`config.mk`:
```
export PLATFORM = sky130hd
export DESIGN_NAME = sevenseg_scan_ctrl
export DESIGN_NICKNAME = d
export VERILOG_FILES = /design/src/rtl/sevenseg_scan_ctrl.sv
export SDC_FILE = /design/constraint.sdc
export NUM_CORES = 1
export LEC_CHECK = 0
export ABC_CLOCK_PERIOD_IN_PS = 2100
export CAP_MARGIN = 20
export CORE_MARGIN = 5
export CORE_UTILIZATION = 50
export CTS_CLUSTER_SIZE = 40
export DETAILED_ROUTE_END_ITERATION = 16
export PLACE_DENSITY = 0.83
export SLEW_MARGIN = 20
export SYNTH_ARGS = -nofsm -noshare
export SYNTH_HDL_FRONTEND = slang
export SYNTH_SLANG_ARGS = --single-unit
```
`constraint.sdc`:
```
create_clock -name clk -period 2.1 [get_ports clk]
set_input_delay 0.525 -clock clk [delete_from_list [all_inputs] [get_ports clk]]
set_output_delay 0.525 -clock clk [all_outputs]
set_load 0.01 [all_outputs]
```
`src/rtl/sevenseg_scan_ctrl.sv`:
```
// Eight-digit multiplexed seven-segment scanner with frame-synchronous display update.
// Writes are held pending and only reach the displayed shadow copy at the end of digit 7's slot.
module sevenseg_scan_ctrl #(
   parameter int DIGIT_CYCLES = 50000,
   parameter int BLANK_CYCLES = 16
) (
   input  logic        clk,
   input  logic        rstn,
   input  logic        i_wr_en,
   input  logic [31:0] i_wr_data,
   input  logic [7:0]  i_wr_mask,
   output logic [7:0]  o_an,
   output logic [6:0]  o_seg,
   output logic        o_frame_done,
   output logic        o_update_pending
);

   localparam int CW = (DIGIT_CYCLES > 1) ? $clog2(DIGIT_CYCLES) : 1;

   logic [CW-1:0] cnt_r;
   logic [2:0]    idx_r;
   logic [31:0]   pend_data_r;
   logic [31:0]   shad_data_r;
   logic [7:0]    pend_mask_r;
   logic [7:0]    shad_mask_r;
   logic          pend_r;
   logic          frame_done_r;
   logic [7:0]    an_r;
   logic [6:0]    seg_r;

   logic          terminal_s;
   logic          boundary_s;
   logic          active_s;
   logic [3:0]    nib_s;
   logic [7:0]    an_s;
   logic [6:0]    seg_s;

   // Segment order CA..CG from MSB to LSB, active-low.
   function automatic logic [6:0] hex_decode(input logic [3:0] nib);
      logic [6:0] seg;
      case (nib)
         4'h0:    seg = 7'b0000001;
         4'h1:    seg = 7'b1001111;
         4'h2:    seg = 7'b0010010;
         4'h3:    seg = 7'b0000110;
         4'h4:    seg = 7'b1001100;
         4'h5:    seg = 7'b0100100;
         4'h6:    seg = 7'b0100000;
         4'h7:    seg = 7'b0001111;
         4'h8:    seg = 7'b0000000;
         4'h9:    seg = 7'b0000100;
         4'hA:    seg = 7'b0001000;
         4'hB:    seg = 7'b1100000;
         4'hC:    seg = 7'b0110001;
         4'hD:    seg = 7'b1000010;
         4'hE:    seg = 7'b0110000;
         4'hF:    seg = 7'b0111000;
         default: seg = 7'b1111111;
      endcase
      return seg;
   endfunction

   // Slot decode and next-cycle anode/segment values from the shadow copy.
   always_comb begin
      terminal_s = (cnt_r == CW'(DIGIT_CYCLES - 1));
      boundary_s = terminal_s && (idx_r == 3'd7);
      nib_s      = shad_data_r[{idx_r, 2'b00} +: 4];
      active_s   = (cnt_r >= CW'(BLANK_CYCLES)) && shad_mask_r[idx_r];
      an_s       = 8'hFF;
      seg_s      = 7'h7F;
      if (active_s) begin
         an_s  = ~(8'd1 << idx_r);
         seg_s = hex_decode(nib_s);
      end else begin
         an_s  = 8'hFF;
         seg_s = 7'h7F;
      end
   end

   // Prescaler and digit index.
   always_ff @(posedge clk or negedge rstn) begin
      if (!rstn) begin
         cnt_r <= '0;
         idx_r <= 3'd0;
      end else if (terminal_s) begin
         cnt_r <= '0;
         idx_r <= idx_r + 3'd1;
      end else begin
         cnt_r <= cnt_r + CW'(1);
      end
   end

   // Pending/shadow registers; a write landing on the boundary bypasses pending.
   always_ff @(posedge clk or negedge rstn) begin
      if (!rstn) begin
         pend_data_r  <= 32'd0;
         pend_mask_r  <= 8'd0;
         shad_data_r  <= 32'd0;
         shad_mask_r  <= 8'd0;
         pend_r       <= 1'b0;
         frame_done_r <= 1'b0;
      end else begin
         if (i_wr_en) begin
            pend_data_r <= i_wr_data;
            pend_mask_r <= i_wr_mask;
         end
         if (boundary_s) begin
            if (i_wr_en) begin
               shad_data_r <= i_wr_data;
               shad_mask_r <= i_wr_mask;
            end else if (pend_r) begin
               shad_data_r <= pend_data_r;
               shad_mask_r <= pend_mask_r;
            end
            pend_r <= 1'b0;
         end else if (i_wr_en) begin
            pend_r <= 1'b1;
         end
         frame_done_r <= boundary_s;
      end
   end

   // Registered display outputs, one cycle behind the scan state.
   always_ff @(posedge clk or negedge rstn) begin
      if (!rstn) begin
         an_r  <= 8'hFF;
         seg_r <= 7'h7F;
      end else begin
         an_r  <= an_s;
         seg_r <= seg_s;
      end
   end

   assign o_an             = an_r;
   assign o_seg            = seg_r;
   assign o_frame_done     = frame_done_r;
   assign o_update_pending = pend_r;

endmodule

```
; Word level (Yosys, flattened, before mapping)
; Memory sizes are Yosys's and may differ from the RTL's.
; Index checks and enable logic that the tools add are counted.
[word_totals]
memories = 1
output_inout_bits = 17
ff_bits = 116
elab_cells = 36
mem_bits_ro = 112
[classes]
shifts = 2
order_cmp = 2
bitwise_logic = 1
addsub = 2
reduce_logical = 5
n_mux = 11
eq_ne = 2
[memory_table]
columns = name, words, word_bits, rd, rd_clocked_by_memory_dff, write_ports, line_no
row1 = (no name shown), 16, 7, 1, 0, 0, 41  ; case (nib)
[op_table]
columns = cell, n
row1 = $mux 32, 2
row2 = $shiftx 32x6->4, 1
row3 = $mux 8, 3
row4 = $add 16x1->16 const B, 1
row5 = $eq 16x16->1 const B, 1
row6 = $ge 16x5->1 const B, 1
row7 = $mux 16, 1
row8 = $not 8->8, 1
row9 = $shl 1x3->8 const A, 1
row10 = $mux 7, 1
row11 = $lt 3x4->1 const B, 1
row12 = $reduce_bool 2->1, 2
row13 = $add 3x1->3 const B, 1
row14 = $bmux 1 s3, 1
row15 = $eq 3x3->1 const B, 1
row16 = $mux 1, 3
row17 = $logic_and 1x1->1, 2
row18 = $reduce_and 2->1, 1

; Longest topological paths before layout
; Gate-level depths: netlist (run 1).
[depth]
word_depth = 4
ltp_mapped = 10
ltp_nobuf = 9

; Worst setup path after synthesis (run 1)
; No wires, ideal clock.
[synth_timing]
path_type = reg2reg
startpoint = register idx_r[0]
endpoint = register seg_r[2], in the netlist o_seg[2]
required_time_ps = 2015
setup_time_ps = 85
path_buffers = 1
path_stages_with_launch = 9
t_arrival_ps = 2144
synth_period_minus_slack_ps = 2229
path_slack_ps = -129
path_cell_list = dfrtp_1 -> buf_6 -> mux4_1 -> mux2i_4 -> inv_2 -> ha_1 -> mux2_2 -> nand2_1 -> o211ai_2
[synth_via]
elab_chain_len = 4
word_cells_on_any_way = 6
classes_between = shift (1) / mux (3) / reduce/logical (1) / memory (1)
[synth_lines]
columns = item, line_no
row1 = "start, declared", 21  ; logic [2:0] idx_r;
row2 = "start signal, assigned", 87  ; idx_r <= idx_r + 3'd1;
row3 = branches (longest 3 deep; another with $mem_v2 16x7), --
row4 = $mux 7 (*), 71  ; if (active_s) begin
row5 = net seg_s[2], 36  ; logic [6:0] seg_s;
row6 = "end signal, assigned", 130  ; seg_r <= seg_s;
row7 = "end, declared", 29  ; logic [6:0] seg_r;
; Mark *: on every way through the listed nets, which the timed path passes. The select of a mux whose other input is x is not followed.
; A chain may end at the register's enable or synchronous reset.

; Final worst setup path (run 1)
[layout_timing]
startpoint = register idx_r[0]
endpoint = register seg_r[0], in the netlist o_seg[0]
; Same word-level chain as after synthesis.

==> results of run 1 <==
sequential cells by signal, indices dropped and copies added, names as in the netlist, 3 cells and up:
| register | cells |
|---|---|
| o_seg | 7 |
| cnt_r | 16 |
| shad_mask_r | 8 |
| idx_r | 3 |
| pend_data_r | 32 |
| o_an | 8 |
| shad_data_r | 32 |
| pend_mask_r | 8 |
Yosys cell counts (2+ instances only):
library cell  number
dfrtp_1          101
mux2_2            72
nand2_1           19
nor2_1            16
dfstp_2           15
ha_1              14
nand3_1           14
mux2_4            12
inv_1             10
xnor2_1            9
mux4_1             8
buf_6              6
xor2_1             6
a21oi_1            5
nor3_1             5
nor4_1             5
buf_1              4
mux2i_1            4
o21ai_0            3
o221ai_1           3
a211oi_1           2
and3_1             2
buf_2              2
buf_4              2
clkbuf_1           2
nor2b_1            2
routing by layer:
metal  track usage  part of all wire
met5             0                 0
met4        0.0746             0.013
met3        0.0587             0.054
met2         0.270              0.50
met1         0.229              0.44
cells by family (layout without fill, tap and decap cells):
family / after synthesis / count (layout)
flops: 116 / 116
buf+inv: 27 / 129
simple gates: 76 / 76
compound gates: 18 / 18
fa+ha+maj: 14 / 14
xor+xnor: 15 / 15
mux: 97 / 97
report_power, final:
part           internal (mW)  leakage (nW)  switching, mW
clock network           1.57         0.241           1.05
logic                  0.150          1.25          0.115
registers               2.31          1.46         0.0182
total                   4.03          2.95           1.18
metrics by stage:
step           std cells  setup TNS (ps)  hold slack [ps]   util  power (mW)
6_report             601           -53.1              331  0.659        5.21
5_1_grt              601            -753              330  0.659        5.41
4_1_cts              597            -108              315  0.643        5.26
3_5_place_dp         562            -457              473  0.589        2.64
3_3_place_gp         562               0              458  0.589        2.63
2_1_floorplan        363               0              229      -        2.47
worst max path at each step:
stage,start,to,slack [ps]
global route,idx_r[0],o_seg[0],-120
global placement,idx_r[0],o_seg[1],7
detailed placement,idx_r[0],o_seg[3],-150
CTS,idx_r[0],o_seg[3],-50
finish,idx_r[0],o_seg[0],-30
floorplan,idx_r[0],o_seg[2],30
critical path, stage by stage (launching register included):
cell	delay, ps
dfrtp_2	480
mux4_2	570
mux2i_4	270
buf_4	170
buf_6	120
ha_4	150
a21oi_1	70
o221ai_1	190
final cells by class:
| cell class | count | area (um^2) | share of cell area |
|---|---|---|---|
| clock buffer | 17 | 414 | 0.0617 |
| clock inverter | 15 | 134 | 0.0199 |
| inverter | 11 | 46.3 | 0.00690 |
| multi-input combinational | 220 | 2210 | 0.329 |
| sequential | 116 | 2920 | 0.435 |
| tap | 136 | 170 | 0.0253 |
| timing repair buffer | 86 | 815 | 0.121 |
what timing repair did:
item	CTS	global route
setup buffers	2	5
hold buffers	1	0
endpoints found under the setup margin	22	7
cloned	0	0
endpoints found under the hold margin	16	0
resized for setup	18	33
pin swaps	0	10
==> results.cfg, run 1 <==
[synth]
synth_area_leaders = dfrtp_1 (49%), mux2_2 (16%), dfstp_2 (7.6%)
synth_ff_type = dfrtp_1
yosysSeqAreaShare = 0.565
synth-simple-area-share = 0.0765
synth-warning-count = 0
synth_top_family_by_area = multiplexers
synthXorXnorAreaFrac = 0.0254
yosys-mux-area-fraction = 0.245
yosysUniqueCellTypes = 46
synth_compound_area_frac = 0.0240
yosysTopAreaCellShare = 0.489
syn-num-nets = 420
yosysTopAreaCell = dfrtp_1
synth-adder-area-share = 0.0339
syn_inst = 363
postSynthAreaPerCell_um2 = 14.2
synth_edf_count = 0
synth_seq_cells = 116
async_reset_ff_frac = 1.00
syn_area_um2 = 5170

[min_path]
hold_depth = 3
hp-start = i_wr_en
min_to = o_update_pending
hold_path_class = input pin to register

[timing]
hold_viol = 0
setup_slack_ps = -26.3
finClkSkew_ps = 17.6
finalCritPeriodShare = 1.01
setup_violations = 3
period_needed_ps = 2130
slew_violations = 0
worst_pin_slew_ps = 633
timing.slew.headroom = 0.574
rsz0062_at_grt = true
max_freq_mhz = 470

[drt]
firstDrtPassIters = 4
wirelength_um = 10300
drt_iter0_drc = 158
vias = 3174
routedWlPerCell_um = 17.2
ant_nets = 0
vias_per_cell = 5.28
drcViolationCount = 0

[place]
gp_congestion = 0.855
io_buffers = 59
hpwl_um = 6850
dpl_worst_slack_ps = -148
place_area_um2 = 6000

[clock_tree]
clock_path_buffers = 2
cts_buffers = 17
cts_tree = built
clk_pin_slew_ps = 60
clkLatencyLatePin_ps = 530
clkSinkCount = 116
root_buffer = clkbuf_8
h-tree-depth = 4

[layout]
area_growth_pct = 29.9
fin_nets = 509
design_area_um2 = 6710
layout_common_cells = dfrtp_1 (100), mux2_2 (71), clkdlybuf4s50_1 (42)
diodes = 0
drive_above_1_share = 0.422
final_common_cell = dfrtp_1
fillers = 733

[global_routing]
overflow = 0
antenna_found_initial = 0
grt_usage = 0.176
grt_pass1_vias = 3477
grt_max_degree = 48
grt_pass1_wl_um = 17300

[floorplan]
core_um2 = 10200
die_w_um = 112
die_area_um2 = 12500
rows = 37
initial_utilization = 0.507
die_height_um = 112
io_pins = 60

[critical_path]
worstPathArrival_ps = 2560
crit_type = register to register
worstPathMaxFanout = 7
cp-start-kind = register
r2r-start = idx_r[0]
endpoint_kind = register
r2r_cells = 7
cp.required_ps = 2530
rr_endpoint = o_seg[0]
rrSetupSlack_ps = -30

[outcome]
status = finished with violations
violations = setup timing

[power_and_ir_drop]
power.density_nw_per_um2 = 776
peakVddDrop_v = 0.000534
p_leak_nw = 2.95

[run]
maxCapViolations = 0
Power figures use the tool's default switching activity.
==> inputs of run 2 (changes only) <==
- SKIP_CTS_REPAIR_TIMING: unset -> 1
==> run 2 against run 1 <==
Net effect:
- the run still ends with setup timing left
- critical path depth grew 1
- clock-buffer cell count is the same
- first-iteration DRC count shrank 7.0%
- clock power is essentially flat
- power is essentially flat
- via count grew 2.0%
- combinational power is essentially flat
- utilization grew 0.69 points
- sequential cell count is the same
- routed wire length grew 1.8%
- critical path type unchanged
==> results.cfg, run 2 (synthesis results as in run 1) <==
[place]
gp_congestion = 0.855
dpl_worst_slack_ps = -148
io_buffers = 59
hpwl_um = 6850

[clock_tree]
cts_buffers = 17
clock_path_buffers = 2
clkSinkCount = 116
cts_tree = built
root_buffer = clkbuf_8
clk_pin_slew_ps = 60
h-tree-depth = 4
clkLatencyLatePin_ps = 520

[timing]
period_needed_ps = 2160
hold_viol = 0
rsz0062_at_grt = true
max_freq_mhz = 463
finClkSkew_ps = 6.70
slew_violations = 0
timing.slew.headroom = 0.570
finalCritPeriodShare = 1.03
worst_pin_slew_ps = 639
setup_violations = 4
setup_slack_ps = -60.5

[drt]
routedWlPerCell_um = 17.5
wirelength_um = 10500
drt_iter0_drc = 147
vias = 3236
firstDrtPassIters = 4
vias_per_cell = 5.38
drcViolationCount = 0
ant_nets = 0

[global_routing]
antenna_found_initial = 0
grt_max_degree = 48
grt_pass1_wl_um = 17200
overflow = 0
grt_usage = 0.175
grt_pass1_vias = 3452

[power_and_ir_drop]
power.density_nw_per_um2 = 768
peakVddDrop_v = 0.000533
p_leak_nw = 2.98
power_mw = 5.21

[critical_path]
endpoint_kind = register
cp.required_ps = 2530
worstPathArrival_ps = 2590
cp-start-kind = register
crit_type = register to register
cp_cell_sequence = mux4_2 -> mux2i_4 -> inv_4 -> ha_4 -> inv_4 -> nor3_2 -> a211oi_2 -> o21ai_2
max_stage_delay_ps = 580
cp_slowest_cell = mux4_2
worstPathMaxFanout = 8
critical-path-top-cell-by-count = inv_4

[floorplan]
rows = 37
io_pins = 60
die_height_um = 112
initial_utilization = 0.507
core_um2 = 10200
die_w_um = 112
die_area_um2 = 12500

[layout]
diodes = 0
reg.largest.list = pend_data_r x32, shad_data_r x32, cnt_r x16
fin_nets = 509
drive_above_1_share = 0.424
final_common_cell = dfrtp_1
area_growth_pct = 31.3
final_util = 0.666
layout_common_cells = dfrtp_1 (100), mux2_2 (71), clkdlybuf4s50_1 (42)

[min_path]
hold_path_class = input pin to register

[outcome]
status = finished with violations
violations = setup timing

[run]
maxCapViolations = 0
run 2: path summary, 6_finish.rpt:
| path | startpoint | end | slack (ps) | depth (start not counted) |
|---|---|---|---|---|
| worst min-delay path | i_wr_en | o_update_pending | 330 | 3 |
| max in group asynchronous | rstn | pend_data_r[20] | 960 | 3 |
| worst max-delay path | idx_r[0] | o_seg[3] | -60 | 8 |
| worst min register to register | pend_data_r[10] | pend_data_r[10] | 490 | 1 |
| worst max register to register | idx_r[0] | o_seg[3] | -60 | 8 |
| min in group asynchronous | rstn | pend_mask_r[3] | 460 | 2 |
run 2: worst max-delay path: cells and delay by family (launching register included):
kind	cells	cell delay, ps
buffers and inverters	2	160
AOI/OAI and AO/OA	2	350
and+or+nand+nor	1	40
adders and majority gates	1	180
muxes	2	850
DFF	1	490
run 2: final cells by class:
type                    instances  area (um^2)
clock buffers                  17          414
clock inverters                15          134
fillers                       714         3400
inverters                      11         46.3
multi-input cells             220         2220
flip-flops and latches        116         2920
well taps                     136          170
repair buffers                 86          875
run 2: power by group:
| part | leakage, nW | total (mW) | switching (mW) | internal (mW) |
|---|---|---|---|---|
| sequential | 1.46 | 2.33 | 0.0182 | 2.31 |
| clock | 0.241 | 2.61 | 1.05 | 1.57 |
| combinational | 1.28 | 0.266 | 0.116 | 0.150 |
| total | 2.98 | 5.21 | 1.18 | 4.03 |
run 2: per-stage QoR:
stage | setup TNS, ps | instances | hold slack (ps) | instance area, um^2
2_1_floorplan | 0 | 363 | 229 | 5170
3_3_place_gp | 0 | 562 | 458 | 6000
3_5_place_dp | -457 | 562 | 473 | 6000
4_1_cts | -811 | 594 | -93.4 | 6550
5_1_grt | -1110 | 601 | 331 | 6780
6_report | -139 | 601 | 332 | 6780
run 2: per-layer routing:
metal | GRT usage | up-vias | wire length, um
li1 | - | 1468 | -
met1 | 0.228 | 1626 | 4580
met2 | 0.268 | 115 | 5090
met3 | 0.0587 | 27 | 598
met4 | 0.0746 | 0 | 234
met5 | 0 | - | 0
